**src/rtl/nibble_serial_addsub_ctrl_if.sv**
```systemverilog
// ---------------------------------------------------------------------------
// nibble_serial_addsub_ctrl_if
// Bus between the processor control unit (master) and the nibble-serial
// add/sub sequencer (slave).
//   start  : operation request, sampled by the sequencer only when idle
//   op     : 0 = A+B, 1 = A-B
//   a, b   : operands, captured on an accepted start
//   busy   : nibbles being processed
//   done   : one-cycle pulse, result/flags valid
//   result : sum/difference, held until the next accepted start
//   cout   : final carry-out (subtract: 1 = no borrow)
//   ovf    : signed two's-complement overflow
//   zero   : result == 0
// ---------------------------------------------------------------------------
interface nibble_serial_addsub_ctrl_if #(
  parameter int NIBBLES = 4
);
  localparam int WIDTH = 4 * NIBBLES;

  logic             start;
  logic             op;
  logic [WIDTH-1:0] a;
  logic [WIDTH-1:0] b;
  logic             busy;
  logic             done;
  logic [WIDTH-1:0] result;
  logic             cout;
  logic             ovf;
  logic             zero;

  modport master (
    output start, op, a, b,
    input  busy, done, result, cout, ovf, zero
  );

  modport slave (
    input  start, op, a, b,
    output busy, done, result, cout, ovf, zero
  );
endinterface

```
**src/rtl/nibble_serial_addsub_ctrl.sv**
```systemverilog
// ---------------------------------------------------------------------------
// nibble_serial_addsub_ctrl
// WIDTH-bit (WIDTH = 4*NIBBLES) add/subtract performed by time-sharing one
// 4-bit add/sub slice over the operand nibbles, LSB nibble first. Subtract
// uses two's complement: B is inverted and the chained carry starts at 1.
// Ports:
//   clk   : rising-edge clock
//   rst_n : asynchronous active-low reset
//   bus   : slave side of nibble_serial_addsub_ctrl_if (start/op/a/b in,
//           busy/done/result/cout/ovf/zero out, all outputs registered)
// Timing: start sampled on edge E0, nibbles on E1..E_NIBBLES, done high for
// one cycle after E_NIBBLES, back to IDLE on the following edge.
// ---------------------------------------------------------------------------
module nibble_serial_addsub_ctrl #(
  parameter int NIBBLES = 4
) (
  input  logic                         clk,
  input  logic                         rst_n,
  nibble_serial_addsub_ctrl_if.slave   bus
);

  localparam int WIDTH = 4 * NIBBLES;
  localparam int IDX_W = (NIBBLES > 1) ? $clog2(NIBBLES) : 1;
  localparam logic [IDX_W-1:0] LAST_IDX = IDX_W'(NIBBLES - 1);

  typedef enum logic [1:0] {
    IDLE = 2'd0,
    RUN  = 2'd1,
    DONE = 2'd2
  } state_t;

  state_t             state_q;
  logic [IDX_W-1:0]   idx_q;
  logic               carry_q;
  logic               busy_q;
  logic               done_q;
  logic [WIDTH-1:0]   result_q;
  logic               cout_q;
  logic               ovf_q;
  logic               zero_q;

  // Operand latches carry no reset: they are only ever read in RUN, which
  // can only be reached through the capture path that loads them.
  logic [WIDTH-1:0]   a_q;
  logic [WIDTH-1:0]   b_q;
  logic               op_q;

  // 5-bit unsigned nibble add with carry-in; bit 4 is the nibble carry.
  function automatic logic [4:0] nib_add(input logic [3:0] x,
                                         input logic [3:0] y,
                                         input logic       ci);
    return {1'b0, x} + {1'b0, y} + {4'b0000, ci};
  endfunction

  logic [IDX_W+1:0]   nib_sh;
  logic [3:0]         a_nib;
  logic [3:0]         bx_nib;
  logic [4:0]         nib_sum;
  logic [WIDTH-1:0]   result_ins;
  logic               bx_msb;
  logic               ovf_fin;

  // ---- slice datapath: select current nibble, add, merge into result ----
  always_comb begin
    nib_sh     = {idx_q, 2'b00};
    a_nib      = 4'(a_q >> nib_sh);
    bx_nib     = 4'(b_q >> nib_sh) ^ {4{op_q}};
    nib_sum    = nib_add(a_nib, bx_nib, carry_q);
    result_ins = (result_q & ~(WIDTH'(4'hF) << nib_sh))
               | (WIDTH'(nib_sum[3:0]) << nib_sh);
    // Signed overflow on the full word: operands (after conditional
    // inversion) share a sign that the final sum bit disagrees with.
    bx_msb     = b_q[WIDTH-1] ^ op_q;
    ovf_fin    = (a_q[WIDTH-1] == bx_msb) && (nib_sum[3] != a_q[WIDTH-1]);
  end

  always_ff @(posedge clk) begin
    if (state_q == IDLE && bus.start) begin
      a_q  <= bus.a;
      b_q  <= bus.b;
      op_q <= bus.op;
    end
  end

  // ---- sequencer FSM with registered handshake and flag outputs ----
  always_ff @(posedge clk or negedge rst_n) begin
    if (!rst_n) begin
      state_q  <= IDLE;
      idx_q    <= '0;
      carry_q  <= 1'b0;
      busy_q   <= 1'b0;
      done_q   <= 1'b0;
      result_q <= '0;
      cout_q   <= 1'b0;
      ovf_q    <= 1'b0;
      zero_q   <= 1'b0;
    end else begin
      case (state_q)
        IDLE: begin
          if (bus.start) begin
            // Flags hold their previous values until the new DONE.
            carry_q  <= bus.op;
            idx_q    <= '0;
            result_q <= '0;
            busy_q   <= 1'b1;
            state_q  <= RUN;
          end
        end

        RUN: begin
          result_q <= result_ins;
          carry_q  <= nib_sum[4];
          if (idx_q == LAST_IDX) begin
            // idx stays at the last nibble; only a new capture rewinds it.
            cout_q  <= nib_sum[4];
            ovf_q   <= ovf_fin;
            zero_q  <= (result_ins == '0);
            busy_q  <= 1'b0;
            done_q  <= 1'b1;
            state_q <= DONE;
          end else begin
            idx_q <= idx_q + 1'b1;
          end
        end

        DONE: begin
          done_q  <= 1'b0;
          state_q <= IDLE;
        end

        default: begin
          busy_q  <= 1'b0;
          done_q  <= 1'b0;
          state_q <= IDLE;
        end
      endcase
    end
  end

  assign bus.busy   = busy_q;
  assign bus.done   = done_q;
  assign bus.result = result_q;
  assign bus.cout   = cout_q;
  assign bus.ovf    = ovf_q;
  assign bus.zero   = zero_q;

endmodule

```
**src/flat_wrapper.sv**
```systemverilog
// flat-port wrapper written by rule: the top's interface ports become plain ports
module nibble_serial_addsub_ctrl_flat 
#(
  parameter int NIBBLES = 4
)
  (clk, rst_n, bus_start, bus_op, bus_a, bus_b, bus_busy, bus_done, bus_result, bus_cout, bus_ovf, bus_zero);
  nibble_serial_addsub_ctrl_if #(.NIBBLES(NIBBLES)) bus_i ();
  input  logic clk;
  input  logic rst_n;
  input wire logic [$bits(bus_i.start)-1:0] bus_start;
  input wire logic [$bits(bus_i.op)-1:0] bus_op;
  input wire logic [$bits(bus_i.a)-1:0] bus_a;
  input wire logic [$bits(bus_i.b)-1:0] bus_b;
  output wire logic [$bits(bus_i.busy)-1:0] bus_busy;
  output wire logic [$bits(bus_i.done)-1:0] bus_done;
  output wire logic [$bits(bus_i.result)-1:0] bus_result;
  output wire logic [$bits(bus_i.cout)-1:0] bus_cout;
  output wire logic [$bits(bus_i.ovf)-1:0] bus_ovf;
  output wire logic [$bits(bus_i.zero)-1:0] bus_zero;
  assign bus_i.start = bus_start;
  assign bus_i.op = bus_op;
  assign bus_i.a = bus_a;
  assign bus_i.b = bus_b;
  assign bus_busy = bus_i.busy;
  assign bus_done = bus_i.done;
  assign bus_result = bus_i.result;
  assign bus_cout = bus_i.cout;
  assign bus_ovf = bus_i.ovf;
  assign bus_zero = bus_i.zero;
  nibble_serial_addsub_ctrl #(.NIBBLES(NIBBLES)) u_core (.clk(clk), .rst_n(rst_n), .bus(bus_i));
endmodule
```
**config.mk**
```make
export PLATFORM = sky130hd
export DESIGN_NAME = nibble_serial_addsub_ctrl_flat
export DESIGN_NICKNAME = d
export VERILOG_FILES = /design/src/rtl/nibble_serial_addsub_ctrl_if.sv /design/src/rtl/nibble_serial_addsub_ctrl.sv /design/src/flat_wrapper.sv
export SDC_FILE = /design/constraint.sdc
export NUM_CORES = 1
export LEC_CHECK = 0
export BUFFER_PORTS_ARGS = -buffer_cell sky130_fd_sc_hd__buf_2
export CORE_ASPECT_RATIO = 1.5
export CORE_MARGIN = 5
export CORE_UTILIZATION = 30
export CTS_BUF_LIST = sky130_fd_sc_hd__clkbuf_4 sky130_fd_sc_hd__clkbuf_8
export DETAILED_ROUTE_END_ITERATION = 12
export HOLD_SLACK_MARGIN = 0.15
export REMOVE_ABC_BUFFERS = 1
export SLEW_MARGIN = 20
export SYNTH_ARGS = -nofsm -noshare
export SYNTH_HDL_FRONTEND = slang
export SYNTH_SLANG_ARGS = --single-unit
```
**constraint.sdc**
```tcl
create_clock -name clk -period 3.2 [get_ports clk]
set_clock_uncertainty 0.15 [all_clocks]
set_input_delay 0.32 -clock clk [delete_from_list [all_inputs] [get_ports clk]]
set_output_delay 0.32 -clock clk [all_outputs]
set_load 0.05 [all_outputs]
```
# Word-level counts from Yosys, hierarchy flattened
# Index checks and enable logic that the tools add are counted.
# word_totals
regBits	59
latch_bits	0
ram_bits	0
rom_bits	0
input_bits	36
out_inout_bits	21
n_memories	0
# op_classes
n_addsub	3
mul	0
div	0
order_cmp	0
eq_ne	8
n_shift	4
n_mux	15
bitwise_logic	7
n_reduce_logical	11
# ops
operator	n
$pmux 16 s2	1
$shr 16x4->4	2
$and 16x16->16	1
$logic_not 16->1	1
$mux 16	1
$not 16->16	1
$or 16x16->16	1
$shl 4x4->16	1
$shl 4x4->16 const A	1
$mux 2	4
$pmux 2 s2	2
$reduce_and 2->1	4
$reduce_and 3->1	2
$add 4x4->5	1
$add 5x1->5	1
$eq 2x2->1 const B	2
$mux 1	4
$ne 2x2->1 const B	2
$pmux 1 s2	2
$xor 4x4->4	1
$pmux 1 s3	1
$add 2x1->2 const B	1
$eq 2x1->1 const B	1
$logic_and 1x1->1	2
7 further kinds	8

# Depth between registers and ports, before layout
# Gate-level depths: netlist of run 1.
# depth
word_depth	7
ltp_mapped	10

# Worst setup path after synthesis of run 1
# No wires, ideal clock.
# synth_path
path_kind	flip-flop to flip-flop
from	reg u_core.idx_q[0]
to	reg u_core.zero_q, in the netlist u_core.bus.zero
t_arrival_ns	2.709
required_ns	2.958
slack_ns	0.249
stages_incl_launch_ff	10
path_cell_list	dfrtp_1 -> buf_6 -> mux4_2 -> xnor2_1 -> fa_1 -> fa_1 -> nand2b_1 -> o2111a_1 -> o2111ai_1 -> o31ai_2
# synth_between
elab_chain_len	7
word_cells_on_any_way	13
cone_classes	add/sub: 2; eq/ne: 1; shift: 4; bitwise: 4; reduce/logical: 2
# synth_rtl
item	line_no	rtl
start, declared	nibble_serial_addsub_ctrl.sv:33	logic [IDX_W-1:0] idx_q;
start signal, assigned	nibble_serial_addsub_ctrl.sv:122	idx_q <= idx_q + 1'b1;
$shr 16x4->4	nibble_serial_addsub_ctrl.sv:67	bx_nib = 4'(b_q >> nib_sh) ^ {4{op_q}};
$xor 4x4->4	nibble_serial_addsub_ctrl.sv:67	
$add 4x4->5	nibble_serial_addsub_ctrl.sv:52	return {1'b0, x} + {1'b0, y} + {4'b0000, ci};
$add 5x1->5	nibble_serial_addsub_ctrl.sv:52	
$shl 4x4->16	nibble_serial_addsub_ctrl.sv:70	| (WIDTH'(nib_sum[3:0]) << nib_sh);
$or 16x16->16	nibble_serial_addsub_ctrl.sv:70	
$logic_not 16->1	nibble_serial_addsub_ctrl.sv:117	zero_q <= (result_ins == '0);
end signal, assigned	nibble_serial_addsub_ctrl.sv:117	
end, declared	nibble_serial_addsub_ctrl.sv:40	logic zero_q;
# Parallel ways exist; a longest one is shown, timed or not.
# A chain may end at the register's enable or synchronous reset.

# Final worst setup path of run 1
# Same ends and word-level chain as after synthesis.

==> results of run 1 <==
final cells by class:
| class | count | area share, % |
|---|---|---|
| flip-flops and latches | 59 | 46.4 |
| repair buffers | 94 | 18.4 |
| clock buffers | 11 | 3.93 |
| well taps | 107 | 3.78 |
| multi-input cells | 106 | 24.5 |
| clock inverters | 5 | 0.849 |
| inverters | 20 | 2.12 |
worst min-delay path: stages:
cell,delay (ns)
buf_2,0.11
o21bai_1,0.14
nand2_1,0.09
o21ai_0,0.07
sequential cells by signal, summed over array words and instances, names as in the netlist:
name               cells
u_core.op_q            1
u_core.bus.busy        1
u_core.carry_q         1
u_core.bus.ovf         1
u_core.bus.done        1
u_core.bus.cout        1
u_core.b_q            16
u_core.a_q            16
u_core.bus.zero        1
u_core.bus.result     16
u_core.state_q         2
u_core.idx_q           2
stage by stage:
step	utilization, %	setup TNS (ns)
global placement	35.6	0
CTS	41.5	0
detailed placement	35.6	0
floorplan	-	-0.0309
global route	41.5	0
finish	41.5	0
layout by cell type, fill, tap and decap left out, drive strengths merged, types with 2 or more instances in the layout:
cell	n
o2111ai	2
edfxtp	33
mux4	8
nand3	2
o22ai	11
a31oi	2
clkbuf	11
buf	60
inv	20
clkinv	4
a21oi	7
o21ai	9
nand2	15
a21o	2
nor2b	3
dlygate4sd3	34
xor2	5
nor2	7
dfrtp	26
fa	2
nand2b	5
ha	7
cell families (layout without fill, tap and decap cells):
group | count (synthesis) | after routing | synth area share, %
compound gates | 43 | 43 | 11.2
xor+xnor | 6 | 6 | 2.00
fa+ha+maj | 9 | 9 | 4.85
buf+inv | 26 | 130 | 4.71
flops | 59 | 59 | 62.4
mux | 8 | 8 | 7.14
simple gates | 40 | 40 | 7.66
worst paths after layout:
| path | startpoint | to | slack [ns] | depth (start not counted) |
|---|---|---|---|---|
| max | u_core.idx_q[0] | u_core.bus.zero | 0.16 | 9 |
| min | bus_start | u_core.bus.result[1] | 0.30 | 4 |
| max reg2reg | u_core.idx_q[0] | u_core.bus.zero | 0.16 | 9 |
| min reg2reg | u_core.bus.ovf | u_core.bus.ovf | 0.34 | 2 |
| max in group asynchronous | rst_n | u_core.bus.result[12] | 2.12 | 2 |
| min in group asynchronous | rst_n | u_core.bus.result[0] | 0.38 | 2 |
power by group:
group          switching, W  internal [W]  leakage [nW]  total (W)
Combinational       0.00119      0.000692         0.786    0.00189
Clock              0.000284      0.000293        0.0876   0.000578
Sequential         0.000127       0.00103         0.638    0.00116
layer usage:
metal  vias up  routed length, µm  track usage (%)
met5         -                  0                0
met4         0                157             5.87
met3        11                344             3.90
met2        53               3140             20.6
met1       884               2290             12.8
li1        900                  -                -
repair_timing:
item / in CTS / in global routing
hold buffers: 34 / 0
buffers inserted: 0 / 0
endpoints found under the hold margin: 59 / 0
endpoints found under the setup margin: 0 / 0
==> summary.md, run 1 <==
| Metric | Value |
|---|---|
| Vias in the first global route | `2033` |
| Core Area | `8520 µm²` |
| Clock buffer depth | `2` |
| Routed WL per cell | `14.7 µm` |
| Multi-input gate area | `867 µm²` |
| Pre-antenna DRT Iters | `4` |
| Top_reg_cell synth | `edfxtp_1` |
| Cells after Synth | `191` |
| Non-Filler Instances | `402` |
| Place WS | `0.128 ns` |
| First-pass GRT wire length | `9.68 mm` |
| CTS Buf Count | `9` |
| Starting density of the core | `30.9%` |
| Slew Limit Fails | `0` |
| Post-synth EDFFs | `33` |
| CP max FO | `17` |
| Die Area | `10800 µm²` |
| Clk slew on worst S/H paths | `0.07 ns` |
| Area after detailed placement | `3030 µm²` |
| Tmin final | `3.04 ns` |
| Post-Syn Area | `2630 µm²` |
| Final std cell area, no fill | `3540 µm²` |
| # diodes | `0` |
| Critical path launch point type | `flip-flop` |
| DR DRC count | `0` |
| GRT overflow | `0` |
| Worst setup path class | `reg -> reg` |
| Yosys cell types | `45` |
| Worst Hold Slack | `0.296 ns` |
| Post-synth top area share | `37.7%` |
| Clock root buffer | `clkbuf_8` |
| Hold Vio Cnt, Final | `0` |
| Seq cells post-synth | `59` |
| CTS tree | `done` |
| Synth cell count leaders | `edfxtp_1, dfrtp_1, inv_1` |
| Largest net degree at the start of global routing | `34` |
| FF/Latch Area | `1640 µm²` |
| Count leader, synth | `edfxtp_1` |
| Critical path endpoint category | `flip-flop` |
| Area grow syn2layout | `34.5%` |
| # fillers | `826` |
| Antenna violations before repair | `0` |
| Critical path arrival | `3.14 ns` |
| Slowest stage cell, crit path | `fa_1` |
| Clock sink count | `59` |
| Worst Path Buf+Inv | `2` |
| Die height | `125 µm` |
| Hold/Removal Path Class | `in -> reg` |
| Boundary pin count | `57` |
| Avg Vias per Cell | `4.60` |
| IO Port Bufs | `56` |
| PnR worst setup slack | `0.162 ns` |
| Leakage | `1.51 nW` |
| Power Density | `1020 nW/µm²` |
| Die Wd | `86.5 µm` |
| Status | `finished, final reports clean` |
| Part of the cycle the worst path needs | `94.9%` |
| Max_slew headroom | `58.5%` |
| Routed Antenna Nets | `0` |
| Layout Nets | `335` |
| Final wirelength | `5.92 mm` |
| Drt initial violations | `55` |
| Ys async rst share | `44.1%` |
| Number of gates resized after CTS | `0` |
| DP Wirelength | `4.21 mm` |
| Crit-path cells | `buf_4 > mux4_2 > xor2_1 > inv_2 > fa_1 > nand2b_1 > o2111a_1 > o2111ai_1 > o31ai_2` |
| Placed Instances | `352` |
| Power Total | `0.00363 W` |
| Max_cap viols | `0` |
| WP data required | `3.30 ns` |
| Fmax | `329 MHz` |
| Via count | `1848` |
| Peak VDD IR | `0.492 mV` |
| Synthesized area per cell | `13.8 µm²` |
| Worst Tran Pin Value | `0.622 ns` |
| H-tree lvl count | `3` |
| Routability Congestion | `0.839` |
| Rows | `41` |
| Fraction of layout cells with a size suffix above 1 | `30.5%` |
| Yosys warning count | `0` |
| Main area contributors after synthesis | `edfxtp_1, dfrtp_1, mux4_2, ha_1, inv_1` |
| CP peak stage delay | `0.62 ns` |
| Critical path's top delay family | `adder cells` |
| RSZ-0062 raised after global routing | `false` |
| Skew-Pair Late Insertion Delay | `0.34 ns` |
| Total Routing Usage GR | `11.9%` |
| Seq/Total Area, Yosys | `62.4%` |
| Cell taking the most area after synthesis | `edfxtp_1` |
| Final Setup Violations | `0` |
No activity file was read; power rests on OpenSTA's default activity.
==> inputs of run 2 (changes only) <==
--- a/config.mk
+++ b/config.mk
@@ -5,6 +5,7 @@
 export SDC_FILE = /design/constraint.sdc
 export NUM_CORES = 1
 export LEC_CHECK = 0
+export ABC_AREA = 1
 export BUFFER_PORTS_ARGS = -buffer_cell sky130_fd_sc_hd__buf_2
 export CORE_ASPECT_RATIO = 1.5
 export CORE_MARGIN = 5
==> run 2 against run 1 <==
Against the previous run:
- clock power rose by 1%
- non-clock buffer count rose by 3
- utilization fell by 0.93 points
- sequential power barely moved
- critical path type unchanged
- highest routed layer unchanged
==> summary.md, run 2 <==
| Metric | Value |
|---|---|
| Status | `finished, final reports clean` |
| Clock sink count | `59` |
| Hold/Removal Path Class | `reg -> reg` |
| Combinational cell fraction of total power | `56.0%` |
| Hold Vio Cnt, Final | `0` |
| Ys async rst share | `44.1%` |
| Most common cell after layout, fill and taps aside | `nand2_1` |
| Slowest stage cell, crit path | `fa_1` |
| Critical path's top delay family | `adder cells` |
| DP Wirelength | `4.82 mm` |
| H-tree lvl count | `3` |
| Busiest grt layer | `met2` |
| Die height | `128 µm` |
| Fmax | `342 MHz` |
| Worst setup path class | `reg -> reg` |
| Clock buffer depth | `2` |
| Routability Congestion | `0.863` |
| Synthesized area per cell | `9.75 µm²` |
| Power Density | `1070 nW/µm²` |
| Die Area | `11400 µm²` |
| Max_cap viols | `0` |
| Final Setup Violations | `0` |
| Worst Path Buf+Inv | `1` |
| Slew Limit Fails | `0` |
| Crit-path cells | `inv_4 > o21ai_0 > o22ai_1 > xnor2_1 > fa_1 > fa_1 > nor2_1 > a21oi_1 > nand2_1 > nor2_1 > nand2_1 > nor2_1 > nand2_1 > o21bai_2` |
| Vias in the first global route | `2354` |
| Part of the cycle the worst path needs | `91.4%` |
| WP data required | `3.32 ns` |
| Leakage | `1.73 nW` |
| Top_reg_cell synth | `edfxtp_1` |
| GRT overflow | `0` |
| Post-synth EDFFs | `33` |
| Boundary pin count | `57` |
| Rows | `43` |
| Largest net degree at the start of global routing | `34` |
| Synth cell count leaders | `nand2_1, edfxtp_1, inv_1` |
| CP max FO | `15` |
| Routed Antenna Nets | `0` |
| Avg Vias per Cell | `4.55` |
| CP peak stage delay | `0.51 ns` |
| Critical path arrival | `3.04 ns` |
| First-pass GRT wire length | `11.2 mm` |
| WP depth | `14` |
| R2R cell count | `14` |
| Place WS | `0.239 ns` |
| Via count | `2267` |
| Total Routing Usage GR | `13.0%` |
| Starting density of the core | `30.5%` |
| Met2 GRT Util | `22.7%` |
| Critical path launch point type | `flip-flop` |
| Skew-Pair Late Insertion Delay | `0.34 ns` |
| Reg2reg setup slack | `0.27 ns` |
| Post-synth top area share | `35.5%` |
| CTS Buf Count | `9` |
| Antenna violations before repair | `0` |
| Post-Syn Area | `2790 µm²` |
| Placed Instances | `448` |
| Area grow syn2layout | `33.2%` |
| RSZ-0062 raised after global routing | `false` |
| Max_slew headroom | `59.4%` |
| Pre-antenna DRT Iters | `4` |
| CTS tree | `done` |
| M1 GR Usage | `14.1%` |
| NetSw | `0.00191 W` |
| Routed WL per cell | `13.5 µm` |
| PnR worst setup slack | `0.274 ns` |
| Core Area | `9150 µm²` |
| Fraction of layout cells with a size suffix above 1 | `22.0%` |
| Tmin final | `2.93 ns` |
| Die Wd | `88.7 µm` |
| IO Port Bufs | `56` |
| Sequential share of power | `29.2%` |
| # diodes | `0` |
| Clock root buffer | `clkbuf_8` |
| Count leader, synth | `nand2_1` |
| DR DRC count | `0` |
| Clk slew on worst S/H paths | `0.06 ns` |
| Seq cells post-synth | `59` |
| Peak VDD IR | `0.441 mV` |
| Final wirelength | `6.70 mm` |
| Most frequent cells in the layout | `nand2_1, buf_2, dlygate4sd3_1` |
| Drt initial violations | `132` |
| Cells after Synth | `286` |
| Non-Filler Instances | `498` |
| Main area contributors after synthesis | `edfxtp_1, dfrtp_1, nand2_1, inv_1, o21ai_0` |
| Sw frac | `48.1%` |
| Met3 Use GR | `3.60%` |
| Worst Hold Depth | `2` |
| Seq/Total Area, Yosys | `58.9%` |
| Power Total | `0.00396 W` |
| Layout Nets | `426` |
| Worst Tran Pin Value | `0.608 ns` |
| Yosys warning count | `0` |
| Clock share of power | `14.8%` |
| Yosys cell types | `25` |
| Internal cell power | `0.00206 W` |
| Cell taking the most area after synthesis | `edfxtp_1` |
| Critical path endpoint category | `flip-flop` |
-- run 2: per-layer routing --
metal  vias up  part of all wire, %
li1       1150                    -
met1      1058                   39
met2        50                   53
met3         9                  6.0
met4         0                  1.8
met5         -                    0
-- run 2: cells by family (layout without fill, tap and decap cells) --
group                    after synthesis  after routing  synth area share, %
AO/OA/AOI/OAI                         51             51                 10.9
XOR/XNOR                               5              5                 1.57
adder cells (fa/ha/maj)                9              9                 4.58
buffers and inverters                 45            145                 6.64
flip-flops                            59             59                 58.9
AND/OR/NAND/NOR                      117            117                 17.5
-- run 2: what timing repair did --
action,in CTS,in global routing
gates resized for setup,0,3
endpoints found under the hold margin,59,0
hold buffers,34,0
setup buffers,0,0
setup endpoints to repair,0,1
-- run 2: power by group through the flow --
stage / Sequential [W] / Combinational, W / Clock, W
final: 0.00116 / 0.00222 / 0.000585
after global routing: 0.00119 / 0.00250 / 0.000636
after CTS: 0.00116 / 0.00222 / 0.000610
after detailed placement: 0.00117 / 0.00218 / 0
after global placement: 0.00117 / 0.00216 / 0
after floorplan: 0.00151 / 0.00125 / 0
-- run 2: through the flow --
stage | util [%] | hold WS, ns | cell area [µm²] | setup TNS (ns)
2_1_floorplan | - | -0.126 | 2720 | -0.0143
6_report | 40.6 | 0.336 | 3710 | 0
3_5_place_dp | 34.9 | 0.213 | 3200 | 0
3_3_place_gp | 34.9 | 0.210 | 3200 | 0
4_1_cts | 40.5 | 0.344 | 3710 | 0
5_1_grt | 40.6 | 0.373 | 3710 | 0
-- run 2: tightest hold or removal path, stage by stage (launching register included) --
cell,delay (ns)
dfrtp_1,0.34
nand2_1,0.05
nand2_1,0.06
-- run 2: final timing paths --
path                                  from                   end
max reg2reg                u_core.idx_q[0]       u_core.bus.zero
max in group asynchronous            rst_n       u_core.idx_q[0]
max                        u_core.idx_q[0]       u_core.bus.zero
min reg2reg                u_core.bus.cout       u_core.bus.cout
min in group asynchronous            rst_n  u_core.bus.result[5]
min                        u_core.bus.cout       u_core.bus.cout
-- run 2: final cells by class --
cell class	instances	area (µm²)
inverters	32	123
clock buffers	12	153
repair buffers	97	677
fillers	923	5430
multi-input cells	182	961
well taps	112	140
clock inverters	4	17.5
flip-flops and latches	59	1640
==> inputs of run 3 (changes only) <==
--- a/config.mk
+++ b/config.mk
@@ -13,6 +13,7 @@
 export CTS_BUF_LIST = sky130_fd_sc_hd__clkbuf_4 sky130_fd_sc_hd__clkbuf_8
 export DETAILED_ROUTE_END_ITERATION = 12
 export HOLD_SLACK_MARGIN = 0.15
+export PLACE_DENSITY_LB_ADDON = 0.25
 export REMOVE_ABC_BUFFERS = 1
 export SLEW_MARGIN = 20
 export SYNTH_ARGS = -nofsm -noshare
==> constraint.sdc (replaced) <==
create_clock -name clk -period 3.2 [get_ports clk]
set_clock_uncertainty 0.15 [all_clocks]
set_input_delay 0.16 -clock clk [delete_from_list [all_inputs] [get_ports clk]]
set_output_delay 0.16 -clock clk [all_outputs]
set_load 0.05 [all_outputs]
==> run 3 against run 2 <==
Against the previous run:
- utilization is 0.15 points higher
- count of clock-buffer cells in the layout is 1 higher
- highest routed layer unchanged
- power is 1.2% higher
- die area stayed put
- worst setup slack worse by 0.017 ns
- critical path depth stayed put
- design area is 0.37% higher
- hold slack worse by 0.12 ns
==> summary.md, run 3 (synthesis gave the netlist of run 2 again) <==
| Metric | Value |
|---|---|
| Reg-to-Reg End | `u_core.bus.zero` |
| Area grow syn2layout | `33.7%` |
| DP Wirelength | `4.92 mm` |
| Part of the cycle the worst path needs | `92.0%` |
| Hold/Removal Path Class | `in -> async` |
| Setup TNS | `0 ns` |
| Die Wd | `88.7 µm` |
| Die Area | `11400 µm²` |
| Max_cap viols | `0` |
| Slew Limit Fails | `0` |
| CP peak stage delay | `0.52 ns` |
| Boundary pin count | `57` |
| Peak VDD IR | `0.370 mV` |
| # diodes | `0` |
| Starting density of the core | `30.5%` |
| CP max FO | `13` |
| Routability Congestion | `0.865` |
| Drt initial violations | `93` |
| Skew-Pair Late Insertion Delay | `0.34 ns` |
| Layout Nets | `426` |
| CTS Buf Count | `9` |
| Final wirelength | `6.82 mm` |
| WP data required | `3.32 ns` |
| Largest net degree at the start of global routing | `34` |
| Critical path's top delay family | `adder cells` |
| Hold Vio Cnt, Final | `0` |
| Via count | `2262` |
| Worst Path Buf+Inv | `1` |
| GRT overflow | `0` |
| R2R cell count | `14` |
| Clock sink count | `59` |
| Power Density | `1080 nW/µm²` |
| DR DRC count | `0` |
| Slowest stage cell, crit path | `fa_1` |
| CTS tree | `done` |
| Worst Tran Pin Value | `0.603 ns` |
| Critical path arrival | `3.06 ns` |
| Die height | `128 µm` |
| Crit-path cells | `inv_2 > nor2_1 > o22ai_1 > xnor2_1 > fa_1 > fa_1 > nor2_1 > a21oi_1 > nand2_1 > nor2_1 > nand2_1 > nor2_1 > nand2_1 > o21bai_2` |
| R2r startpoint | `u_core.idx_q[0]` |
| Avg Vias per Cell | `4.54` |
| Max_slew headroom | `59.8%` |
| Non-Filler Instances | `498` |
| Total Routing Usage GR | `13.2%` |
| Reg2reg setup slack | `0.26 ns` |
| Core Area | `9150 µm²` |
| Critical path endpoint category | `flip-flop` |
| Routed WL per cell | `13.7 µm` |
| Routed Antenna Nets | `0` |
| Worst setup path class | `reg -> reg` |
| Antenna violations before repair | `0` |
| Most frequent cells in the layout | `nand2_1, buf_2, dlygate4sd3_1` |
| H-tree lvl count | `3` |
| Clock root buffer | `clkbuf_8` |
| Critical path launch point type | `flip-flop` |
| # fillers | `927` |
| Setup Fix Bufs, Post-CTS | `0` |
| Placed Instances | `448` |
| Fraction of layout cells with a size suffix above 1 | `22.5%` |
| First-pass GRT wire length | `11.2 mm` |
| Tmin final | `2.94 ns` |
| Most common cell after layout, fill and taps aside | `nand2_1` |
| Rows | `43` |
| Status | `finished, final reports clean` |
| Clock buffer depth | `2` |
| IO Port Bufs | `56` |
| Leakage | `1.74 nW` |
| Clk slew on worst S/H paths | `0.07 ns` |
| Final Setup Violations | `0` |
| Pre-antenna DRT Iters | `4` |
| RSZ-0062 raised after global routing | `false` |
| CP most frequent cell | `nor2_1` |
| Fmax | `340 MHz` |
| Vias in the first global route | `2290` |
==> run 3: changes by cell type in the layout (fill, tap and decap cells not counted) <==
cell      change
a21oi_1       -1
clkinv_1      -2
clkinv_2      +1
a21oi_2       +1
dfrtp_2       -1
clkbuf_8      +1
dfrtp_1       +1
==> run 3: area by class of cell <==
cell class                 count  area (µm²)  area share [%]
sequential                    59        1640            44.0
timing repair buffer          97         677            18.2
inverter                      32         123            3.29
clock buffer                  13         166            4.46
clock inverter                 3        15.0           0.403
multi-input combinational    182         965            25.9
tap                          112         140            3.76
==> run 3: worst reg2reg max path: stages, from the launching register on <==
cell      delay, ns
dfrtp_1        0.41
inv_2          0.20
nor2_1         0.07
o22ai_1        0.19
xnor2_1        0.11
fa_1           0.44
fa_1           0.52
nor2_1         0.07
a21oi_1        0.19
nand2_1        0.08
nor2_1         0.10
nand2_1        0.06
nor2_1         0.10
nand2_1        0.07
o21bai_2       0.13
==> run 3: stage by stage <==
step                setup slack (ns)  power [W]  area [µm²]  hold WS (ns)  util [%]
global route                  0.0181    0.00440        3730         0.270      40.8
CTS                            0.238    0.00404        3720         0.223      40.6
global placement               0.339    0.00335        3200        0.0466      34.9
finish                         0.258    0.00401        3730         0.215      40.8
detailed placement             0.255    0.00338        3200        0.0588      34.9
floorplan                    -0.0143    0.00277        2720        -0.286         -
==> run 3: report_power, final <==
part	internal [W]	leakage [nW]	switching, W
registers	0.00104	0.638	0.000108
clock network	0.000336	0.100	0.000284
logic	0.000707	0.998	0.00154
total	0.00208	1.74	0.00193
==> run 3: worst max path at each step <==
| stage | start | cells past startpoint | endpoint |
|---|---|---|---|
| final | u_core.idx_q[0] | 14 | u_core.bus.zero |
| after global routing | u_core.idx_q[0] | 16 | u_core.bus.zero |
| after CTS | u_core.idx_q[0] | 14 | u_core.bus.zero |
| after detailed placement | u_core.idx_q[0] | 14 | u_core.bus.zero |
| after global placement | u_core.idx_q[0] | 14 | u_core.bus.zero |
| after floorplan | u_core.idx_q[0] | 14 | u_core.bus.zero |
==> run 3: what timing repair did <==
| action | 4_1_cts | 5_1_grt |
|---|---|---|
| hold buffers | 34 | 0 |
| setup endpoints to repair | 0 | 1 |
| hold endpoints to repair | 60 | 0 |
| gates resized for setup | 0 | 3 |
==> run 3: routing by layer <==
metal | vias up | global-route usage (%) | part of all wire [%] | wire length (µm)
li1 | 1154 | - | - | -
met1 | 1029 | 14.7 | 39 | 2630
met2 | 58 | 21.9 | 52 | 3570
met3 | 21 | 3.60 | 5.1 | 346
met4 | 0 | 8.19 | 4.0 | 272
met5 | - | 0 | 0 | 0
